## src/rtl/bcd_counter.sv

```systemverilog
// Cascadable multi-digit BCD up counter with enable, synchronous clear, parallel load and carry.
// Define BCD_COUNTER_SAT_EN to make the counter stop at all 9s instead of wrapping.
module bcd_counter #(
    parameter int DIGITS = 1
) (
    input  logic                  clk,
    input  logic                  reset,
    input  logic                  en,
    input  logic                  clr,
    input  logic                  load,
    input  logic [4*DIGITS-1:0]   d,
    output logic [4*DIGITS-1:0]   q,
    output logic                  tc,
    output logic                  carry
);

    localparam int W = 4 * DIGITS;

    logic [W-1:0] r_q;
    logic         r_carry;
    logic [W-1:0] w_q_inc;
    logic [W-1:0] w_d_clean;
    logic         w_all_nines;

    // Digit k steps only when every lower digit is 9; the running AND doubles as the all-9s flag.
    always_comb begin
        logic       v_ripple;
        logic [3:0] v_digit;
        // NOTE: every output of this block is given a value before any branch, so no latch can form.
        v_ripple  = 1'b1;
        v_digit   = '0;
        w_q_inc   = '0;
        w_d_clean = '0;
        for (int k = 0; k < DIGITS; k++) begin
            v_digit = r_q[4*k +: 4];
            if (v_ripple) begin
                w_q_inc[4*k +: 4] = (v_digit == 4'd9) ? 4'd0 : v_digit + 4'd1;
            end else begin
                w_q_inc[4*k +: 4] = v_digit;
            end
            v_ripple = v_ripple && (v_digit == 4'd9);
            w_d_clean[4*k +: 4] = (d[4*k +: 4] > 4'd9) ? 4'd0 : d[4*k +: 4];
        end
        w_all_nines = v_ripple;
    end

    // NOTE: state uses non-blocking assignments so every register samples pre-edge values.
    always_ff @(posedge clk or negedge reset) begin
        if (!reset) begin
            r_q     <= '0;
            r_carry <= 1'b0;
        end else if (clr) begin
            r_q     <= '0;
            r_carry <= 1'b0;
        end else if (load) begin
            r_q     <= w_d_clean;
            r_carry <= 1'b0;
        end else if (en) begin
`ifdef BCD_COUNTER_SAT_EN
            if (!w_all_nines) begin
                r_q <= w_q_inc;
            end
            r_carry <= 1'b0;
`else
            r_q     <= w_q_inc;
            r_carry <= w_all_nines;
`endif
        end else begin
            r_carry <= 1'b0;
        end
    end

    assign q     = r_q;
    assign carry = r_carry;
    assign tc    = reset & en & w_all_nines;

endmodule

```

## config.mk

```make
export PLATFORM = sky130hd
export DESIGN_NAME = bcd_counter
export DESIGN_NICKNAME = d
export VERILOG_FILES = /design/src/rtl/bcd_counter.sv
export SDC_FILE = /design/constraint.sdc
export NUM_CORES = 1
export LEC_CHECK = 0
export ABC_AREA = 1
export CAP_MARGIN = 20
export CORE_AREA = 2 2 39 41
export DETAILED_ROUTE_END_ITERATION = 8
export DIE_AREA = 0 0 41 43
export HOLD_SLACK_MARGIN = 0.08
export PLACE_DENSITY = 0.55
export SYNTH_ARGS = -nofsm -noshare
export SYNTH_HDL_FRONTEND = slang
export SYNTH_SLANG_ARGS = --single-unit
```

## constraint.sdc

```tcl
create_clock -name clk -period 1.3 [get_ports clk]
set_input_delay 0.195 -clock clk [delete_from_list [all_inputs] [get_ports clk]]
set_output_delay 0.195 -clock clk [all_outputs]
set_load 0.01 [all_outputs]
```

# Word level (Yosys, flattened, before mapping)
# Index checks and enable logic that the tools add are counted.
[totals]
register_bits = 5
in_bits = 9
output_inout_bits = 6
[classes]
add_sub_neg = 1
order_cmp = 1
eq_ne = 1
muxes = 8
n_bitwise = 2
reduce_logical = 1
[ops]
columns = ["operator", "count"]
rows = [
  ["$mux W4", 5],
  ["$add A4 B1 Y4 const B", 1],
  ["$eq A4 B4 Y1 const B", 1],
  ["$gt A4 B4 Y1 const B", 1],
  ["$mux W1", 3],
  ["$reduce_bool A3 Y1", 1],
  ["$and A1 B1 Y1", 2],
]

# Longest topological paths before layout
# Gate-level depths: netlist of run 1.
[logic_depth]
word_depth = 5
ltp_mapped = 7
ltp_nobuf = 7

# Least setup slack after synthesis of run 1
# OpenSTA, ideal clock, no wires.
[synth_timing]
path_kind = "register to output"
start = "register r_q[1], in the netlist q[1]"
end = "output port tc"
arrival_time_ns = 0.990
required_time_ns = 1.105
slack_ns = 0.115
path_stages_with_launch = 5
path_buffers = 0
path_cell_list = "dfrtp_1 inv_1 ha_1 nand3_1 nor2_1"
[synth_between]
elab_chain_len = 2
[synth_lines]
columns = ["element", "line", "source"]
rows = [
  ["start, declared", "19", "logic [W-1:0] r_q;"],
  ["start signal, assigned", "56", "r_q <= w_d_clean;"],
  ["start signal, assigned", "65", "r_q <= w_q_inc;"],
  ["$eq A4 B4 Y1", "41", "v_ripple = v_ripple && (v_digit == 4'd9);"],
  ["$and A1 B1 Y1", "75", "assign tc = reset & en & w_all_nines;"],
  ["end, declared", "13", "output logic tc,"],
]
# No other way between the ends.

# Worst setup path in the final report of run 1
# Same ends and word-level chain as after synthesis.

==> results of run 1 <==
-- final timing paths --
check                       from  endpoint
max                         q[1]        tc
min                        reset      q[0]
max reg2reg                 q[0]      q[2]
min reg2reg                 q[1]      q[1]
max in group asynchronous  reset     carry
min in group clk             clr     carry
-- layer usage --
metal	up-vias	GRT usage
met4	0	0.02000
met2	11	0.2031
met3	0	0.05236
met5	-	0
met1	190	0.1596
li1	231	-
-- synth_stat cells --
| cell | count |
|---|---|
| clkinv_1 | 1 |
| o211ai_1 | 1 |
| o21ai_2 | 1 |
| nor2_1 | 5 |
| nand3_4 | 1 |
| nand2_4 | 1 |
| a21oi_1 | 3 |
| inv_2 | 4 |
| o21ai_1 | 2 |
| nand3_1 | 4 |
| nor4_1 | 1 |
| nor2_2 | 1 |
| inv_1 | 5 |
| ha_1 | 2 |
| dfrtp_1 | 5 |
| nand2_2 | 1 |
| nand2_1 | 16 |
| nand4_1 | 1 |
-- flip-flops by register name (all words and copies together), names as in the netlist --
name,flops
carry,1
q,4
-- layout make-up --
type	count	area, um^2
Clock buffer	4	26.28
Fill cell	151	721.9
Sequential cell	5	125.1
Tap cell	16	20.02
Timing Repair Buffer	25	216.5
Multi-Input combinational cell	40	236.5
Inverter	10	37.54
-- where the power goes --
group          leakage (nW)  switching [mW]  internal, mW
sequential           0.0665         0.00846         0.167
combinational         0.275          0.0816        0.0922
clock                0.0150          0.0565         0.116
total                 0.357           0.147         0.375
-- cell families (layout without fill, tap and decap cells) --
kind of cell,after synthesis,after routing,synth area share
DFF,5,5,0.3279
and+or+nand+nor,31,31,0.4001
buffers and inverters,10,39,0.09834
adders and majority gates,2,2,0.06556
AOI/OAI and AO/OA,7,7,0.1082
-- per-stage QoR --
| step | TNS, ns | hold slack (ns) |
|---|---|---|
| 2_1_floorplan | 0 | -0.1006 |
| 3_3_place_gp | -0.2993 | 0.5430 |
| 3_5_place_dp | -0.2833 | 0.5179 |
| 4_1_cts | -0.1735 | 0.2699 |
| 5_1_grt | -0.05711 | 0.2701 |
| 6_report | 0 | 0.2706 |
-- critical path: stages (launching register included) --
cell and delay, ns:
dfrtp_1 0.38, inv_2 0.07, ha_4 0.12, nand3_2 0.06, nor2_1 0.10, buf_2 0.13
-- cell usage in the layout, fill, tap and decap left out, types with 2 or more instances in the layout --
| cell type | synthesis | final |
|---|---|---|
| nor2_1 | 5 | 5 |
| dlygate4sd2_1 | 0 | 3 |
| buf_4 | 0 | 11 |
| clkdlybuf4s50_1 | 0 | 8 |
| inv_1 | 5 | 4 |
| a21oi_1 | 3 | 3 |
| nand3_1 | 4 | 3 |
| nand2_1 | 16 | 16 |
| dfrtp_1 | 5 | 5 |
| clkbuf_4 | 0 | 3 |
| o21ai_1 | 2 | 2 |
| inv_2 | 4 | 5 |
-- timing repair --
action,in CTS,in global routing
pin swaps,0,2
buffers inserted,0,0
gates resized for setup,7,7
setup endpoints to repair,5,3
==> results list, run 1 <==
- The via count of the first global-routing pass was 409.
- The worst setup path is captured at an output pin.
- Maximum buffer depth of the clock tree: 2
* WL/cell: 9.230 um
- Setup violations remaining at the end of the flow were counted as 0.
- Count of cells along the worst register-to-register path: 6
- R2R setup slack: 0.11 ns
- In this run the power density over the cells is 787.6 mW/mm^2.
- Setup repair after global routing could not meet its margin everywhere.
- The number of different library cells used by synthesis comes to 18.
- Between clock sinks in the finished design, the worst skew comes to 0.0009517 ns.
- N_diodes: 0
- Max capacitance violation total: 0
- The share of the Yosys chip area taken by registers is 0.3279.
- Mean area per synthesized cell: 6.938 um^2
- Final cycle utilization of the critical path: 0.9961
- Summing internal, switching and leakage power gives 521.3 uW.
* Total Routing Usage GR: 0.1280
* Number of placement rows: 14
* H-tree depth reported by CTS: 1
- F_max: 0.7723 GHz
* Initial core utilization: 0.2758
* Global placer's final weighted congestion: 0.6960
- Final cell utilization of the core: 0.4783
- Count of TritonRoute iterations in the first routing pass: 4
- Arrival time worst endpoint: 1.10 ns
- For the pin with the worst max-slew slack, the measured transition is 0.2484 ns.
- Wire segments on met3 add up to 59 um in the final route.
- Maximum number of pins on one net before global-route repair: 7
* Starting DRC count in detailed routing: 1
- Final routed DRC violation total: 0
* Slew HR: 0.8329
* Post-detailed-route via-to-cell ratio: 4.320
- DR top layer: met3
* First-pass GRT wire length: 1.559 mm
* Total via count after detailed routing: 432
- Half-perimeter wire length after placement: 795.7 um
* Number of clock sinks seen by CTS: 5
* Wirelength, routed: 923 um
- Setup slack closes at 0.005100 ns.
* Clock latency reported for the late side of the worst-skew pair: 0.23 ns
* Required time of the critical path: 1.11 ns
- Of the cells placed in the final design, the portion with a size suffix greater than 1 is 0.3214.
* LEAKAGE: 0.3569 nW
- Summing all placed instances gives a cell area of 624.3 um^2.
* Max Slew Vio Count: 0
- Yosys warns: 0
* Worst hold path type: primary input to async pin
- Synthesized cell area: 381.6 um^2
- Number of top-level design ports: 15
- The hold violation count in the final report is 0.
- Remaining global-route overflow: 0
* Number of buffers inserted during clock tree synthesis: 3
- The number of antenna violations at the first check in global routing is 0.
* Number of nets produced by synthesis: 66
- The floorplan step defined a die boundary enclosing 0.001763 mm^2.
* Final Instance Area: 661.9 um^2
- Placed cell count: 96
* Ranking of synthesized cells by area: dfrtp_1, nand2_1, ha_1
- Top fanout value on the critical path: 2
* Final instance count without filler cells: 100
* Count of mapped cells out of synthesis: 55
- CTS tree: done
- The detail route stage leaves a number of antenna-violating nets equal to 0.
- Area of the placeable core: 0.001384 mm^2
* Area Overhead vs Synth: 73.44%
- From left edge to right edge, the die measures 41 um.
* CP Launch Type: flip-flop
- Met1 wire length: 409 um
* Quantity of I/O buffers inserted on ports: 14
* Met2 wire len: 453 um
- In this run the clock root is driven by a clkbuf_4.
* Area share of the leading cell type in the synthesized netlist: 0.3279
- By startpoint and endpoint, the worst setup path is classified as flip-flop to output pin.
- The run finished with clean final reports.
- The final layout contains 96 nets.
- Placement-stage worst setup slack: -0.2655 ns
- Height of the die: 43 um
- The number of hold buffers added after CTS was 0.
- Biggest area consumer among synthesized cells: dfrtp_1
- Largest vdd supply drop: 731.2 uV
- In this run, synthesis produced a sequential element count of 5.
* Crit path time final: 1.295 ns
- After clock tree synthesis, the clock-pin slew on the worst setup and hold paths is 0.04 ns.
Note: power is estimated with default switching activity, not from simulation.
==> run 2: changes to the inputs <==
SLEW_MARGIN = 20   (was unset)
==> results of run 2 <==
Same layout as run 1: the final DEF is identical, and so are final timing and power.
==> run 3: changes to the inputs <==
==> constraint.sdc (replaced) <==
create_clock -name clk -period 1.3 [get_ports clk]
set_input_delay 0.195 -clock clk [delete_from_list [all_inputs] [get_ports clk]]
set_output_delay 0.195 -clock clk [all_outputs]
set_load 0.1 [all_outputs]
==> run 3 against run 2 <==
The flow now finishes with violations (setup timing). Cell count down 5.0%. Sequential share of layout area down 0.28 points. Cell area up 9.6%. Power up 23%. Die area unchanged. Combinational power up 57%. Register-to-register slack worse by 0.06 ns. Maximum frequency down 12%. Clock power up 4%. Largest power group is now combinational logic.
==> results list, run 3 (same netlist as run 1, synthesis figures left out) <==
- Status: finished with violations
- The final reports fail on setup timing.
* Type of destination of the critical path: output pin
- Fill cell total of the finished layout: 130 (-14%)
- Die footprint: 0.001763 mm^2 (unchanged)
- The critical path is of the flip-flop to output pin type.
* Switching Fraction: 0.3752 (+0.09392)
- The hold violation count in the final report came to 0 (unchanged).
* Top fanout value on the critical path: 2 (unchanged)
* Worst hold path type: primary input to async pin
- The clock transition at the registers of the reported paths came to 0.04 ns (about the same).
- Maximum buffer depth of the clock tree: 2 (unchanged)
- The worst hold slack across all endpoints came to 0.2499 ns (-0.02072 ns).
* Flop pwr share: 0.294 (-0.042)
* Largest vdd supply drop: 674.7 uV (-7.7%)
* Fraction of power consumed by the clock network: 0.280 (-0.050)
* Leading cell type in the layout, fill and taps excluded: nand2_1
- The number of antenna-violating nets in the routed design is 0 (unchanged).
- Vias in the first global route: 422 (+3.2%)
- The total grt overflow came to 0 (unchanged).
* Area Overhead vs Synth: 90.16%
* Area of the placeable core: 0.001384 mm^2 (unchanged)
* Number of antenna violations at the first check in global routing: 0 (unchanged)
- The static leakage is 0.3249 nW (-9.0%).
- The fraction of the cycle the final worst path needs was 1.135 (+0.1388).
- Number of clock sinks seen by CTS: 5 (unchanged)
* Combinational share of power: 0.426 (+0.093)
* Hold buffers post-CTS: 0 (unchanged)
- Final layout net count: 91 (-5.2%)
- Number of placement rows: 14 (unchanged)
- Arrival time worst endpoint: 1.28 ns (+0.18 ns)
- Final setup violation count: 1 (+1)
- Initial core utilization: 0.2758 (unchanged)
- The largest net degree at the start of global routing came to 7 (unchanged).
- The worst clock skew came to 0.002269 ns (+0.001317 ns).
* Total Routing Usage GR: 0.1447 (+0.01671)
- Share of layout cells above drive strength 1: 0.4304 (+0.1090)
- The top achievable clock speed is 0.6778 GHz (-12%).
- Total via count after detailed routing: 435 (+0.69%)
* Final routed DRC violation total: 0 (unchanged)
* WL/cell: 10.08 um (+9.3%)
- Post-detailed-route via-to-cell ratio: 4.579 (+6.0%)
- Clock tree root driver cell: clkbuf_4
- Starting DRC count in detailed routing: 5 (+4)
- H-tree depth reported by CTS: 1 (unchanged)
- The number of input and output port buffers inserted is 14 (unchanged).
- Height of the die: 43 um (unchanged)
- The final critical delay including setup and external delays came to 1.475 ns (+0.1805 ns).
- RSZ-0062 raised after global routing: true
- STA classifies the critical path startpoint as a flip-flop.
- Area used by multi-input combinational logic: 261.5 um^2 (+11%)
- N_diodes: 0 (unchanged)
- Internal portion of total power: 399.7 uW (+6.7%)
- CTS tree: done
- The wire length after detailed routing is 958 um (+3.8%).
* Tightest Pin Transition: 0.1994 ns (-0.04895 ns)
* Number of buffers inserted during clock tree synthesis: 3 (unchanged)
* Die Wd: 41 um (unchanged)
- First-pass GRT wire length: 1.725 mm (+11%)
- The ratio of total power to cell area is 881.4 mW/mm^2 (+12%).
* Total power draw: 639.7 uW (+23%)
* Required time of the critical path: 1.11 ns (about the same)
- Crit path setup slack, layout: -0.1754 ns (-0.1805 ns)
- Number of flip-flops under the largest register name: 4 (unchanged)
- Area taken by flip-flops and latches: 135.1 um^2 (+8.0%)
- Total Negative Setup Slacks: -0.1754 ns (-0.1754 ns)
- Half-perimeter wire length after placement: 792.1 um (-0.45%)
- The total of max-cap violations came to 0 (unchanged).
- The I/O pin count came to 15 (unchanged).
- The later-pin clock latency in the skew report was 0.24 ns (about the same).
- Max Slew Vio Count: 0 (unchanged)
* Slew HR: 0.8659 (+0.03305)
* Global placer's final weighted congestion: 0.8678 (+25%)
* Count of TritonRoute iterations in the first routing pass: 4 (unchanged)
* Commonest cells after routing, fill and taps aside: nand2_1, clkdlybuf4s50_1, buf_12, buf_4, inv_2
- The power dissipated by switching net loads was 240.0 uW (+64%).
run 3: cell types whose count changed in the layout (fill, tap and decap cells not counted), sizes merged:
cell           previous run  this run
dlygate4sd2               3         0
dlymetal6s2s              1         0
clkdlybuf4s15             1         0
run 3: metal layers:
| layer | track usage | vias up | share of wire |
|---|---|---|---|
| li1 | - | 223 | - |
| met1 | 0.1848 | 201 | 0.43 |
| met2 | 0.2250 | 11 | 0.54 |
| met3 | 0.03141 | 0 | 0.038 |
| met4 | 0.06000 | 0 | 0 |
| met5 | 0 | - | 0 |
run 3: worst max-delay path: stages (launching register included):
cell and delay (ns):
dfrtp_4 0.47, inv_2 0.07, ha_4 0.13, nand3_4 0.08, nor2_4 0.11, buf_12 0.18
run 3: what timing repair did:
item                       in CTS  in global routing
resized for setup               0                  2
pin swaps                       1                  0
buffers inserted                1                  0
setup endpoints to repair       1                  5
run 3: cell type report:
type / instances / share of cell area
multi-input combinational: 40 / 0.3603
clock buffer: 4 / 0.03621
sequential: 5 / 0.1862
inverter: 10 / 0.05172
tap: 16 / 0.02759
timing repair buffer: 20 / 0.3379
run 3: through the flow:
step           cell area [um^2]  setup slack (ns)  std cells    util
4_1_cts                   715.7           -0.1964         95  0.5172
5_1_grt                   725.7           -0.2236         95  0.5244
6_report                  725.7           -0.1754         95  0.5244
2_1_floorplan             424.2           -0.3644         55       -
3_3_place_gp              681.9         -0.009704         90  0.4928
3_5_place_dp              681.9        -0.0002275         90  0.4928
run 3: power groups by stage:
stage	sequential [mW]	clock, mW	combinational, mW
final	0.188	0.179	0.273
after global routing	0.190	0.193	0.293
after CTS	0.189	0.186	0.271
after detailed placement	0.191	0	0.269
after global placement	0.191	0	0.269
after floorplan	0.269	0	0.0763
run 3: path summary, 6_finish.rpt:
check | from | end | slack (ns) | cells after the start
max in group asynchronous | reset | q[1] | 0.93 | 2
worst max register to register | q[1] | q[3] | 0.05 | 8
worst min register to register | q[3] | q[3] | 0.62 | 2
worst max-delay path | q[1] | tc | -0.18 | 5
min in group clk | clr | carry | 0.55 | 2
worst min-delay path | reset | carry | 0.25 | 2
